==> src/rtl/fpu_to_int.sv <==
// Float-to-integer read-out stage: converts {sign, exp[9:0], mant[20:0]} to a signed
// 32-bit integer truncated toward zero, aligning the mantissa one bit per cycle.
module fpu_to_int #(
   parameter int EXP_BIAS = 511
) (
   input  logic        clock_100Khz,
   input  logic        reset,
   input  logic        start,
   input  logic [31:0] op_in,
   output logic        busy,
   output logic        done,
   output logic [31:0] int_out,
   output logic [1:0]  status_out
);

   typedef enum logic [2:0] {IDLE, LOAD, SHIFT, SIGN, DONE} state_t;

   localparam logic [1:0] ST_OVERFLOW  = 2'd0;
   localparam logic [1:0] ST_UNDERFLOW = 2'd1;
   localparam logic [1:0] ST_EXACT     = 2'd2;
   localparam logic [1:0] ST_INEXACT   = 2'd3;

   state_t      state_q, state_d;
   logic [31:0] op_q, op_d;
   logic [31:0] acc_q, acc_d;
   logic [4:0]  cnt_q, cnt_d;
   logic        left_q, left_d;
   logic        sticky_q, sticky_d;
   logic [31:0] int_q, int_d;
   logic [1:0]  status_q, status_d;

   logic               opSign;
   logic [9:0]         opExp;
   logic [20:0]        opMant;
   logic signed [10:0] e;
   logic signed [10:0] eMinus21;
   logic signed [10:0] eMinus21Neg;
   logic [4:0]         shiftCount;
   logic [31:0]        satValue;

   assign opSign      = op_q[31];
   assign opExp       = op_q[30:21];
   assign opMant      = op_q[20:0];
   assign e           = 11'({1'b0, opExp}) - 11'(EXP_BIAS);
   assign eMinus21    = e - 11'sd21;
   assign eMinus21Neg = 11'sd0 - eMinus21;
   // Only meaningful on the normal path, where 0 <= e <= 30 keeps |e-21| within 21.
   assign shiftCount  = eMinus21[10] ? eMinus21Neg[4:0] : eMinus21[4:0];
   assign satValue    = opSign ? 32'h8000_0000 : 32'h7FFF_FFFF;

   always_ff @(posedge clock_100Khz or posedge reset) begin
      if (reset) begin
         state_q  <= IDLE;
         op_q     <= '0;
         acc_q    <= '0;
         cnt_q    <= '0;
         left_q   <= 1'b0;
         sticky_q <= 1'b0;
         int_q    <= '0;
         status_q <= ST_EXACT;
      end else begin
         state_q  <= state_d;
         op_q     <= op_d;
         acc_q    <= acc_d;
         cnt_q    <= cnt_d;
         left_q   <= left_d;
         sticky_q <= sticky_d;
         int_q    <= int_d;
         status_q <= status_d;
      end
   end

   // Results are written into int_q/status_q only on the edge that enters DONE.
   always_comb begin
      state_d  = state_q;
      op_d     = op_q;
      acc_d    = acc_q;
      cnt_d    = cnt_q;
      left_d   = left_q;
      sticky_d = sticky_q;
      int_d    = int_q;
      status_d = status_q;
      case (state_q)
         IDLE: begin
            if (start) begin
               op_d    = op_in;
               state_d = LOAD;
            end
         end
         LOAD: begin
            state_d = DONE;
            if (opExp == 10'd0) begin
               int_d    = '0;
               status_d = ST_EXACT;
            end else if (opExp == 10'h3FF) begin
               int_d    = satValue;
               status_d = ST_OVERFLOW;
            end else if (e[10]) begin
               int_d    = '0;
               status_d = ST_UNDERFLOW;
            end else if (opSign && (e == 11'sd31) && (opMant == 21'd0)) begin
               int_d    = 32'h8000_0000;
               status_d = ST_EXACT;
            end else if (e >= 11'sd31) begin
               int_d    = satValue;
               status_d = ST_OVERFLOW;
            end else begin
               acc_d    = {10'd0, 1'b1, opMant};
               sticky_d = 1'b0;
               cnt_d    = shiftCount;
               left_d   = ~eMinus21[10];
               state_d  = (shiftCount != 5'd0) ? SHIFT : SIGN;
            end
         end
         SHIFT: begin
            if (left_q) begin
               acc_d = {acc_q[30:0], 1'b0};
            end else begin
               acc_d    = {1'b0, acc_q[31:1]};
               sticky_d = sticky_q | acc_q[0];
            end
            cnt_d = cnt_q - 5'd1;
            if (cnt_q == 5'd1) begin
               state_d = SIGN;
            end
         end
         SIGN: begin
            int_d    = opSign ? (32'd0 - acc_q) : acc_q;
            status_d = sticky_q ? ST_INEXACT : ST_EXACT;
            state_d  = DONE;
         end
         DONE: begin
            state_d = IDLE;
         end
         default: begin
            state_d = IDLE;
         end
      endcase
   end

   assign busy       = (state_q != IDLE);
   assign done       = (state_q == DONE);
   assign int_out    = int_q;
   assign status_out = status_q;

endmodule
==> config.mk <==
export PLATFORM = sky130hd
export DESIGN_NAME = fpu_to_int
export DESIGN_NICKNAME = d
export VERILOG_FILES = /design/src/rtl/fpu_to_int.sv
export SDC_FILE = /design/constraint.sdc
export NUM_CORES = 1
export LEC_CHECK = 0
export ABC_CLOCK_PERIOD_IN_PS = 3050
export BUFFER_PORTS_ARGS = -buffer_cell sky130_fd_sc_hd__buf_2
export CAP_MARGIN = 30
export CORE_MARGIN = 5
export CORE_UTILIZATION = 53
export CTS_BUF_LIST = sky130_fd_sc_hd__clkbuf_16
export DETAILED_ROUTE_END_ITERATION = 12
export GPL_TIMING_DRIVEN = 0
export PLACE_DENSITY_LB_ADDON = 0.12
export SLEW_MARGIN = 20
export SYNTH_ARGS = -nofsm -noshare
export SYNTH_HDL_FRONTEND = slang
export SYNTH_SLANG_ARGS = --single-unit
export TNS_END_PERCENT = 10
==> constraint.sdc <==
create_clock -name clock_100Khz -period 3.05 [get_ports clock_100Khz]
set_input_delay 0.305 -clock clock_100Khz [delete_from_list [all_inputs] [get_ports clock_100Khz]]
set_output_delay 0.305 -clock clock_100Khz [all_outputs]
set_load 0.03 [all_outputs]
# [Word-level counts from Yosys, hierarchy flattened]
# Index checks and enable logic that the tools add are counted.
[totals] reg_bits=108 out_inout_bits=36
[classes] mux=45 reduce_logical=15 bitwise_logic=7 n_addsub=5 eq_ne=16 magnitude_cmp=1
[op_table] op="two-way mux 32 bit" count=13
[op_table] op="one-hot mux 32 bit (2 select lines)" count=2
[op_table] op="subtractor 1 x 32 -> 32 bit, first input constant" count=1
[op_table] op="two-way mux 5 bit" count=6
[op_table] op="logical NOT 21 bit" count=1
[op_table] op="two-way mux 3 bit" count=7
[op_table] op="!= test 2 bit, second input constant" count=8
[op_table] op="one-hot mux 3 bit (4 select lines)" count=1
[op_table] op="AND reduction 6 bit" count=2
[op_table] op="equality test 11 x 6 -> 1 bit, second input constant" count=1
[op_table] op=">= comparator 11 x 6 -> 1 bit, second input constant" count=1
[op_table] op="subtractor 10 x 9 -> 11 bit, second input constant" count=1
[op_table] op="subtractor 11 x 6 -> 11 bit, second input constant" count=1
[op_table] op="equality test 10 bit, second input constant" count=1
[op_table] op="logical NOT 10 bit" count=1
[op_table] op="two-way mux 2 bit" count=5
[op_table] op="one-hot mux 5 bit (2 select lines)" count=1
[op_table] op="two-way mux 1 bit" count=8
[op_table] op="AND reduction 7 bit" count=1
[op_table] op="equality test 3 x 2 -> 1 bit, second input constant" count=2
[op_table] op="!= test 6 bit, second input constant" count=1
[op_table] op="NOT 1 bit" count=6
[op_table] op="AND reduction 2 bit" count=3
[op_table] op="equality test 5 x 1 -> 1 bit, second input constant" count=1
[op_table] op="other kinds (12)" count=14

# [Logic depth before layout (Yosys ltp)]
[depth] ltp_word=12 mapped_depth=12 mapped_depth_nobuf=10

# [Worst setup path before layout]
# OpenSTA, ideal clock, no wires.
[synth_timing] path_kind="register to register" start="register acc_q[2]" end="register int_q[30] (netlist: int_out[30])" path_buffers=1 required_time_ns=2.921 path_slack_ns=0.217 synth_period_minus_slack_ns=2.833 arrival_ns=2.704 stages_incl_launch_ff=10 cell_sequence="dfrtp_1 buf_6 nor4_4 nand2b_2 or4b_4 or3_4 or3_4 o41ai_4 xor2_1 o21ai_1"
[synth_via] elab_chain_cells=3
[synth_rtl] item="start: declaration" line="25" rtl="logic [31:0] acc_q, acc_d;"
[synth_rtl] item="start signal: assignment" line="55" rtl="acc_q <= '0;"
[synth_rtl] item="start signal: assignment" line="64" rtl="acc_q <= acc_d;"
[synth_rtl] item="subtractor 1 x 32 -> 32 bit" line="128" rtl="int_d = opSign ? (32'd0 - acc_q) : acc_q;"
[synth_rtl] item="two-way mux 32 bit" line="128"
[synth_rtl] item="one-hot mux 32 bit (2 select lines)" line="83" rtl="case (state_q)"
[synth_rtl] item="end signal: assignment" line="68" rtl="int_q <= int_d;"
[synth_rtl] item="end: declaration" line="29" rtl="logic [31:0] int_q, int_d;"
# Every way passes these cells.
# A chain may end at the register's enable or synchronous reset.

# [Final worst setup path]
# Same ends and word-level chain as after synthesis.

==> run metrics <==
leak pwr=2.88 nW; largest net degree at the start of global routing=33; Slowest Stage Delay on Critical Path=0.55 ns; Slew Limit Fails=0; worst-skew pair later-pin latency=0.36 ns; synthesis-to-finish area growth=15.8%; root buffer cell=clkbuf_16; minimum setup slack among reg-to-reg paths=0.07 ns; Die Wd=116 um; largest family of logic cells by synthesized area=compound AO/OA/AOI/OAI gates; io pins=71; Register-to-Register Path Depth=9; dominant synthesized flop cell=dfrtp_1; syn avg cell area=10.0 um2; grt ovf=0; CP delay by family, top=simple AND/OR/NAND/NOR gates; CP Data Required Time=3.29 ns; Synth Area in XOR/XNOR=5.69%; post-DP HPWL=10900 um; Worst R2R Start=acc_q[2]; layout cells sized above 1=24.6%; H-tree depth=3; Core Region=11000 um2; Seq cells post-synth=108; fraction of the mapped netlist area in compound gates=19.3%; RSZ-0062 raised after global routing=yes; initial core utilization=54.6%; post-DR vias/cell=6.02; worst hold start=op_in[21]; synth top area cells=dfrtp_1 (45%), o21ai_0 (7.8%), mux2i_1 (5.5%); Inst Count DP=813; Port Buffers=70; DP Worst Slack=-0.357 ns; ant diodes=0; FMAX=0.336 GHz; first-pass GRT wire length=25000 um; via count of the routed design=5005; status=completed; Worst Path Max Fanout=8; clock tree buffer depth=2; Post-Layout Cell Count=831; register clock-pin slew on the reported worst setup and hold paths=0.08 ns; count leader, synth=dfrtp_1; Relative slew margins=55.5%; GRT Total Usage=23.3%; die area=13500 um2; Routed Antenna Nets=0; CTS sink cnt=108; maxcap violations=0; Die Y-Extent=116 um; Crit path arrival time=3.22 ns; Worst Hold End=op_q[21]; Final period util=97.7%; Initial DRC Count=279; Synth top area share=44.6%; post-synthesis sequential area ratio=45.1%; PwrDens=1010 nW/um2; min cycle time layout=2.98 ns; final setup margin=0.0702 ns; top cells by count, synth=dfrtp_1 (107), o21ai_0 (93), nand2_1 (44), clkbuf_1 (38), mux2i_1 (33); Hold Vio Cnt, Final=0; Critical Path Sink Type=register; Final Net Count=729; Final Wtd Congestion=0.857; Yosys cell types=61; Synth Instances=599; mapped cell area=6000 um2; Final setup viols=0; actual slew at the worst max-slew pin=0.668 ns; clock skew=0.0102 ns; CP max stage cell=or4b_4; Post-Synth Simple-Gate Area=13.6%; DRC Markers=0; DR WL/cell=18.1 um; maximum vdd ir drop=0.728 mV; CTS buffer count=9; leading area contributor after synthesis=dfrtp_1; vias in the first global route=4873; Yosys Warn Count=0; Adder-Cell Fraction of Synth Area=1.67%; type of the worst setup path=reg -> reg; most frequent CP cell=or3_4; Design Power=7.00 mW; Synth Net Count=642; CTS tree=yes; TritonRoute pass-1 iters=6; post-synthesis mux area share=11.0%; Row Count=38; WL final=15000 um; crit start category=register; number of antenna violations at the first check in global routing=0; fraction of registers with async set/reset=100%; CP cell instances=buf_6, nor4_4, nand2b_2, or4b_4, or3_4, or3_4, o41ai_4, xor2_1, o21ai_1; hold depth=3; FF-to-FF End=int_out[30]; worst hold path type=in -> reg; Buf/Inv on CP=1; number of synthesized flops with an enable pin=0; stages on the worst setup path=9
==> cell type report <==
class	instances	area (um2)
fill	899	4040
multi-input combinational	435	3130
sequential	108	2710
timing repair buffer	77	443
clock buffer	9	225
buffer	44	185
tap	140	175
inverter	11	45.0
clock inverter	7	36.3
==> where the power goes <==
group | internal [mW] | leakage (nW) | switching [mW] | total (mW)
clock | 0.545 | 0.137 | 0.536 | 1.08
sequential | 2.02 | 1.32 | 0.583 | 2.61
combinational | 1.34 | 1.42 | 1.98 | 3.32
==> state kept, by name (all words and copies together), names as in the netlist <==
| signal | cells |
|---|---|
| cnt_q | 5 |
| state_q | 3 |
| sticky_q | 1 |
| acc_q | 32 |
| int_out | 32 |
| status_out | 2 |
| left_q | 1 |
| op_q | 32 |
==> cell families (layout without fill, tap and decap cells) <==
group / after synthesis / in the layout
compound gates: 175 / 175
simple gates: 151 / 151
flops: 108 / 108
mux: 62 / 62
buf+inv: 56 / 148
xor+xnor: 39 / 39
fa+ha+maj: 8 / 8
==> placed cells by master (no fill, tap or decap), types with 4 or more instances in the layout <==
cell type | synthesis | layout
xnor2_1 | 15 | 15
ha_1 | 8 | 7
dfrtp_1 | 107 | 106
and2_1 | 5 | 5
clkbuf_16 | 0 | 9
inv_1 | 11 | 13
xor2_1 | 24 | 24
o22ai_1 | 4 | 4
nand4_1 | 5 | 5
mux2_2 | 29 | 29
nand2_1 | 44 | 43
nor2_1 | 17 | 17
clkbuf_1 | 38 | 31
a31oi_1 | 6 | 6
nor4_1 | 10 | 8
clkbuf_2 | 0 | 6
o21ai_0 | 93 | 90
or3_1 | 7 | 7
a21oi_1 | 13 | 13
a22oi_1 | 8 | 8
buf_1 | 5 | 4
o221a_2 | 20 | 20
nor2b_1 | 7 | 7
buf_4 | 1 | 4
nor3_1 | 10 | 10
nand3_1 | 18 | 18
mux2i_1 | 33 | 33
buf_2 | 0 | 71
==> through the flow <==
step / utilization (%) / cell area, um2 / setup TNS [ns] / hold slack (ns)
2_1_floorplan: - / 6000 / 0 / 0.422
4_1_cts: 62.8 / 6900 / 0 / 0.154
6_report: 63.3 / 6950 / 0 / 0.158
3_5_place_dp: 60.1 / 6600 / -9.01 / 0.379
5_1_grt: 63.3 / 6950 / -0.123 / 0.174
3_3_place_gp: 59.4 / 6530 / -5.49 / 0.483
==> tightest hold or removal path, stage by stage <==
cell     delay, ns
buf_2         0.07
nand2_1       0.03
o21ai_0       0.06
==> how the worst max path moves through the flow <==
stage | from | to | slack (ns)
final | acc_q[2] | int_out[30] | 0.07
after global routing | acc_q[3] | int_out[24] | -0.03
after CTS | acc_q[2] | int_out[27] | 0.01
after detailed placement | op_q[22] | int_out[29] | -0.36
after global placement | op_q[22] | int_out[29] | -0.24
after floorplan | acc_q[2] | int_out[30] | 0.22
==> routing by layer <==
metal | vias to the layer above | GRT usage [%] | part of all wire, %
met5 | - | 0 | 0
met4 | 0 | 7.42 | 1.2
met3 | 16 | 3.73 | 6.4
met2 | 174 | 35.1 | 46
met1 | 2426 | 34.4 | 47
li1 | 2389 | - | -
==> what timing repair did <==
| action | CTS | global route |
|---|---|---|
| endpoints found under the hold margin | 16 | 0 |
| endpoints found under the setup margin | 54 | 71 |
| setup buffers | 0 | 2 |
| resized for setup | 8 | 17 |
| hold buffers | 1 | 0 |
Power figures use the tool's default switching activity.
